**src/rtl/instr_prefetch_if.sv**
```systemverilog
// Fetch-side bus between the instruction prefetcher and the bus arbiter's instruction port.
interface instr_prefetch_if;
  logic [31:0] instr_address_out;
  logic        instr_read_out;
  logic [31:0] instr_read_value_in;
  logic        instr_ready_in;

  modport master (
    output instr_address_out,
    output instr_read_out,
    input  instr_read_value_in,
    input  instr_ready_in
  );

  modport slave (
    input  instr_address_out,
    input  instr_read_out,
    output instr_read_value_in,
    output instr_ready_in
  );
endinterface

```
**src/rtl/instr_prefetch.sv**
```systemverilog
// Instruction prefetch buffer: fetches sequential words into a DEPTH-entry circular buffer.
// Optional INSTR_PREFETCH_STATS_EN adds stall_cycles_out, a count of request cycles without a grant.
module instr_prefetch #(
  parameter logic [31:0] RESET_PC = 32'h0000_0000,
  parameter int unsigned DEPTH    = 2
) (
  input  logic                clk,
  input  logic                reset,
  input  logic                redirect_in,
  input  logic [31:0]         redirect_pc_in,
  instr_prefetch_if.master    bus,
  output logic                instr_valid_out,
  output logic [31:0]         instr_out,
  output logic [31:0]         pc_out,
  input  logic                instr_accept_in
`ifdef INSTR_PREFETCH_STATS_EN
  ,
  output logic [31:0]         stall_cycles_out
`endif
);

  localparam int unsigned PTR_W = $clog2(DEPTH);
  localparam int unsigned CNT_W = $clog2(DEPTH) + 1;

  logic [31:0]      pc_mem    [DEPTH];
  logic [31:0]      instr_mem [DEPTH];
  logic [PTR_W-1:0] rd_ptr;
  logic [PTR_W-1:0] wr_ptr;
  logic [CNT_W-1:0] count;
  logic [31:0]      fetch_pc;

  logic read_req;
  logic push;
  logic pop;
  logic unused_pc_bits;

  // Request depends only on occupancy and redirect, never on the consumer's accept.
  assign read_req = (count < CNT_W'(DEPTH)) && !redirect_in;
  assign push     = read_req && bus.instr_ready_in;
  assign pop      = instr_valid_out && instr_accept_in && !redirect_in;

  assign bus.instr_read_out    = read_req;
  assign bus.instr_address_out = fetch_pc;

  assign instr_valid_out = (count != '0);
  assign instr_out       = instr_mem[rd_ptr];
  assign pc_out          = pc_mem[rd_ptr];

  assign unused_pc_bits = ^redirect_pc_in[1:0];

  // Pointer, occupancy and fetch address; reset beats redirect beats push/pop.
  always_ff @(posedge clk) begin
    if (reset) begin
      fetch_pc <= RESET_PC;
      count    <= '0;
      rd_ptr   <= '0;
      wr_ptr   <= '0;
    end else if (redirect_in) begin
      fetch_pc <= {redirect_pc_in[31:2], 2'b00};
      count    <= '0;
      rd_ptr   <= '0;
      wr_ptr   <= '0;
    end else begin
      if (push) begin
        fetch_pc <= fetch_pc + 32'd4;
        wr_ptr   <= wr_ptr + PTR_W'(1);
      end
      if (pop) begin
        rd_ptr <= rd_ptr + PTR_W'(1);
      end
      count <= count + CNT_W'(push) - CNT_W'(pop);
    end
  end

  // Storage carries no reset; occupancy alone decides which entries are live.
  always_ff @(posedge clk) begin
    if (push && !reset) begin
      pc_mem[wr_ptr]    <= fetch_pc;
      instr_mem[wr_ptr] <= bus.instr_read_value_in;
    end
  end

`ifdef INSTR_PREFETCH_STATS_EN
  always_ff @(posedge clk) begin
    if (reset) begin
      stall_cycles_out <= '0;
    end else if (read_req && !bus.instr_ready_in) begin
      stall_cycles_out <= stall_cycles_out + 32'd1;
    end
  end
`endif

endmodule

```
**src/flat_wrapper.sv**
```systemverilog
// flat-port wrapper written by rule: the top's interface ports become plain ports
module instr_prefetch_flat 
#(
  parameter logic [31:0] RESET_PC = 32'h0000_0000,
  parameter int unsigned DEPTH    = 2
)
  (clk, reset, redirect_in, redirect_pc_in, instr_valid_out, instr_out, pc_out, instr_accept_in, bus_instr_address_out, bus_instr_read_out, bus_instr_read_value_in, bus_instr_ready_in);
  instr_prefetch_if bus_i ();
  input  logic clk;
  input  logic reset;
  input  logic redirect_in;
  input  logic [31:0] redirect_pc_in;
  output logic instr_valid_out;
  output logic [31:0] instr_out;
  output logic [31:0] pc_out;
  input  logic instr_accept_in;
  output wire logic [$bits(bus_i.instr_address_out)-1:0] bus_instr_address_out;
  output wire logic [$bits(bus_i.instr_read_out)-1:0] bus_instr_read_out;
  input wire logic [$bits(bus_i.instr_read_value_in)-1:0] bus_instr_read_value_in;
  input wire logic [$bits(bus_i.instr_ready_in)-1:0] bus_instr_ready_in;
  assign bus_instr_address_out = bus_i.instr_address_out;
  assign bus_instr_read_out = bus_i.instr_read_out;
  assign bus_i.instr_read_value_in = bus_instr_read_value_in;
  assign bus_i.instr_ready_in = bus_instr_ready_in;
  instr_prefetch #(.RESET_PC(RESET_PC), .DEPTH(DEPTH)) u_core (.clk(clk), .reset(reset), .redirect_in(redirect_in), .redirect_pc_in(redirect_pc_in), .bus(bus_i), .instr_valid_out(instr_valid_out), .instr_out(instr_out), .pc_out(pc_out), .instr_accept_in(instr_accept_in));
endmodule
```
**config.mk**
```make
export PLATFORM = sky130hd
export DESIGN_NAME = instr_prefetch_flat
export DESIGN_NICKNAME = d
export VERILOG_FILES = /design/src/rtl/instr_prefetch_if.sv /design/src/rtl/instr_prefetch.sv /design/src/flat_wrapper.sv
export SDC_FILE = /design/constraint.sdc
export NUM_CORES = 1
export LEC_CHECK = 0
export ABC_AREA = 1
export CORE_UTILIZATION = 43
export CTS_BUF_LIST = sky130_fd_sc_hd__clkbuf_4 sky130_fd_sc_hd__clkbuf_8
export DETAILED_ROUTE_END_ITERATION = 16
export GPL_TIMING_DRIVEN = 0
export PLACE_DENSITY = 0.74
export SLEW_MARGIN = 20
export SYNTH_ARGS = -nofsm -noshare
export SYNTH_HDL_FRONTEND = slang
export SYNTH_SLANG_ARGS = --single-unit
```
**constraint.sdc**
```tcl
create_clock -name clk -period 7.1 [get_ports clk]
set_input_delay 1.42 -clock clk [delete_from_list [all_inputs] [get_ports clk]]
set_output_delay 1.42 -clock clk [all_outputs]
set_load 0.1 [all_outputs]
```
==> load_flow_metrics.sql <==
INSERT INTO impl_metrics (metric_group, metric, value, unit) VALUES
('power_and_ir_drop', 'power.density_cell_area', '227', 'nW/um^2'),
('detailed_routing', 'viasPerCell', '5.01', ''),
('run_status', 'status', 'complete, no violations', ''),
('setup_path', 'worstPathMaxFanout', '10', ''),
('sta', 'finalHoldViolCount', '0', ''),
('sta', 'timing.final.ws_setup', '2640', 'ps'),
('setup_path', 'library_cell_contributing_the_largest_single_delay_on_the_critical_path', 'sky130_fd_sc_hd__clkdlybuf4s50_1', ''),
('floorplan', 'initial_core_util', '44.3', '%'),
('final_layout', 'num-nets-final', '819', ''),
('synthesis', 'yosysWarningCount', '0', ''),
('sta', 'skew', '14.5', 'ps'),
('global_routing', 'grt_antenna_before_repair', '0', ''),
('setup_path', 'flop2flop_setup_slack', '4860', 'ps'),
('placement', 'routabilityCongestion', '0.888', ''),
('setup_path', 'r2r.worst_path.cells', '8', ''),
('synthesis', 'most_frequently_used_flop_master_after_synthesis', 'sky130_fd_sc_hd__edfxtp_1', ''),
('clocking', 'clockBufferDepth', '2', ''),
('job', 'maxCapViolations', '0', ''),
('clocking', 'tritoncts_clock_tree', 'done', ''),
('setup_path', 'end_kind', 'output port', ''),
('setup_path', 'worstSetupPathDepth', '4', ''),
('clocking', 'clock_latency', '460', 'ps'),
('sta', 'period_utilization_post_route', '62.8', '%'),
('clocking', 'cts_setup_buffers', '0', ''),
('sta', 'final_period_minus_worst_setup_slack', '4460', 'ps'),
('synthesis', 'fraction_of_synthesis_flops_using_an_asynchronous_set_or_reset_pin', '0', '%'),
('floorplan', 'boundaryPins', '167', ''),
('clocking', 'cts-hold-fix-buffers', '0', ''),
('setup_path', 'path_cells', 'clkbuf_1 > buf_2 > mux2_2 > clkdlybuf4s50_1', ''),
('detailed_routing', 'post-route-drc-count', '0', ''),
('floorplan', 'design.die.area', '16300', 'um^2'),
('global_routing', 'first_pass_grt_wire_length', '24.4', 'mm'),
('synthesis', 'synth_enable_flop_cells', '124', ''),
('final_layout', 'layout-drive-gt1-share', '20.0', '%'),
('synthesis', 'yosys.cell_count.top_type', 'sky130_fd_sc_hd__edfxtp_1', ''),
('global_routing', 'grt.overflow.total', '0', ''),
('floorplan', 'core_region_area', '15300', 'um^2'),
('clocking', 'ctsHtreeMaxLevel', '4', ''),
('synthesis', 'yosys.cell_types.count', '36', ''),
('power_and_ir_drop', 'vdd_drop_max', '110', 'uV'),
('clocking', 'postCtsResizedCells', '0', ''),
('setup_path', 'cpLargestDelayFamily', 'buffers and inverters', ''),
('detailed_routing', 'drt-total-wl', '16.0', 'mm'),
('detailed_routing', 'drt.antenna.violating_nets', '0', ''),
('global_routing', 'via_count_of_the_first_global_routing_pass', '4664', ''),
('setup_path', 'start_kind', 'flip-flop', ''),
('setup_path', 'cp-endpoint', 'pc_out[30]', ''),
('setup_path', 'max_stage_delay', '980', 'ps'),
('clocking', 'tritoncts_num_sinks', '159', ''),
('detailed_routing', 'initialDrtViolationCount', '315', ''),
('synthesis', 'share_of_synthesized_area_occupied_by_flip_flops_and_latches', '65.2', '%'),
('setup_path', 'crit_type', 'flip-flop to output port', ''),
('detailed_routing', 'routed-via-count', '4866', ''),
('synthesis', 'postSynthCellCount', '551', ''),
('power_and_ir_drop', 'power_leakage', '0.00313', 'uW'),
('sta', 'max_clock_freq', '224', 'MHz'),
('floorplan', 'core.rowCount', '45', ''),
('setup_path', 'crit_arrival', '3040', 'ps'),
('floorplan', 'die-height', '128', 'um'),
('synthesis', 'yosys.area.top_type', 'sky130_fd_sc_hd__edfxtp_1', ''),
('setup_path', 'reg2reg_to', 'u_core.instr_mem[1][17]', ''),
('power_and_ir_drop', 'post-layout-total-power', '2080', 'uW'),
('synthesis', 'synth_area_leaders', 'sky130_fd_sc_hd__edfxtp_1 55%, sky130_fd_sc_hd__dfxtp_1 10%, sky130_fd_sc_hd__mux2_2 10%', ''),
('setup_path', 'worst-endpoint-required', '5680', 'ps'),
('placement', 'post-place-ws', '2800', 'ps'),
('final_layout', 'area.growth.synth_to_final', '35.3', '%'),
('sta', 'worst_case_headroom_to_the_max_slew_limit', '29.9', '%'),
('clocking', 'cts.root.buffer_cell', 'sky130_fd_sc_hd__clkbuf_8', ''),
('min_path', 'min-delay-path-class', 'flip-flop to flip-flop', ''),
('placement', 'port-buffer-count', '159', ''),
('detailed_routing', 'avgRoutedWirePerCell', '16.5', 'um');
==> through the flow <==
step / util (%) / instances / TNS (ps) / hold slack [ps] / instance area (um^2)
detailed placement: 57.4 / 939 / 0 / 469 / 8780
global route: 59.9 / 971 / 0 / 533 / 9180
floorplan: - / 554 / -15370 / 447 / 6800
finish: 59.9 / 971 / 0 / 482 / 9180
CTS: 59.9 / 971 / 0 / 479 / 9180
global placement: 56.5 / 924 / -308190 / 460 / 8650
==> worst min path at each step <==
stage	start	end	slack (ps)	cells past startpoint
2_1_floorplan	u_core.rd_ptr	flip-flop	450	2
3_3_place_gp	u_core.rd_ptr	u_core.rd_ptr	460	2
3_5_place_dp	u_core.rd_ptr	u_core.rd_ptr	470	2
4_1_cts	u_core.rd_ptr	u_core.rd_ptr	480	2
5_1_grt	u_core.rd_ptr	flip-flop	530	2
6_report	u_core.rd_ptr	flip-flop	480	2
==> final cells by class <==
class	count	area, um^2	share of cell area, %
Sequential cell	159	4420	48.2
Clock inverter	15	161	1.76
Timing Repair Buffer	174	1720	18.7
Tap cell	211	264	2.88
Multi-Input combinational cell	336	2120	23.1
Clock buffer	17	234	2.55
Inverter	36	138	1.50
Buffer	23	126	1.38
==> cell usage in the layout, fill, tap and decap left out, types with 20 or more instances in the layout <==
cell,n
sky130_fd_sc_hd__clkdlybuf4s50_1,159
sky130_fd_sc_hd__buf_4,20
sky130_fd_sc_hd__a21oi_1,27
sky130_fd_sc_hd__nand3_1,35
sky130_fd_sc_hd__nor2_1,33
sky130_fd_sc_hd__dfxtp_1,35
sky130_fd_sc_hd__nand2_1,96
sky130_fd_sc_hd__edfxtp_1,124
sky130_fd_sc_hd__mux2_2,62
sky130_fd_sc_hd__inv_1,33
==> registers in the layout (all words and copies together), names as in the netlist, named ones only <==
signal and cells:
u_core.instr_mem 64, u_core.pc_mem 60, u_core.bus.instr_address_out 30, u_core.count 2, u_core.rd_ptr 1, u_core.wr_ptr 1
==> power by group <==
group / internal [uW] / switching, uW / total [uW]
registers: 1030 / 25.8 / 1050
logic: 106 / 257 / 364
clock network: 317 / 347 / 663
==> per-layer routing <==
| metal | global-route usage, % | routed length [um] | vias up |
|---|---|---|---|
| met5 | 0 | 0 | - |
| met4 | 6.99 | 228 | 0 |
| li1 | - | - | 2345 |
| met2 | 34.2 | 7840 | 161 |
| met1 | 24.6 | 6780 | 2339 |
| met3 | 5.15 | 1130 | 21 |
==> tightest hold or removal path: stages, from the launching register on <==
cell and delay, ps:
sky130_fd_sc_hd__dfxtp_1 300, sky130_fd_sc_hd__inv_1 80, sky130_fd_sc_hd__a21oi_1 70
==> kinds of logic after synthesis <==
| kind of cell | share of synthesized area [%] |
|---|---|
| and+or+nand+nor | 13.5 |
| DFF | 65.2 |
| AOI/OAI and AO/OA | 6.10 |
| muxes | 10.3 |
| buffers and inverters | 3.89 |
| adders and majority gates | 0.553 |
| xor gates and xnor gates | 0.387 |
| other | 0.0553 |
No activity file was read; power rests on OpenSTA's default activity.
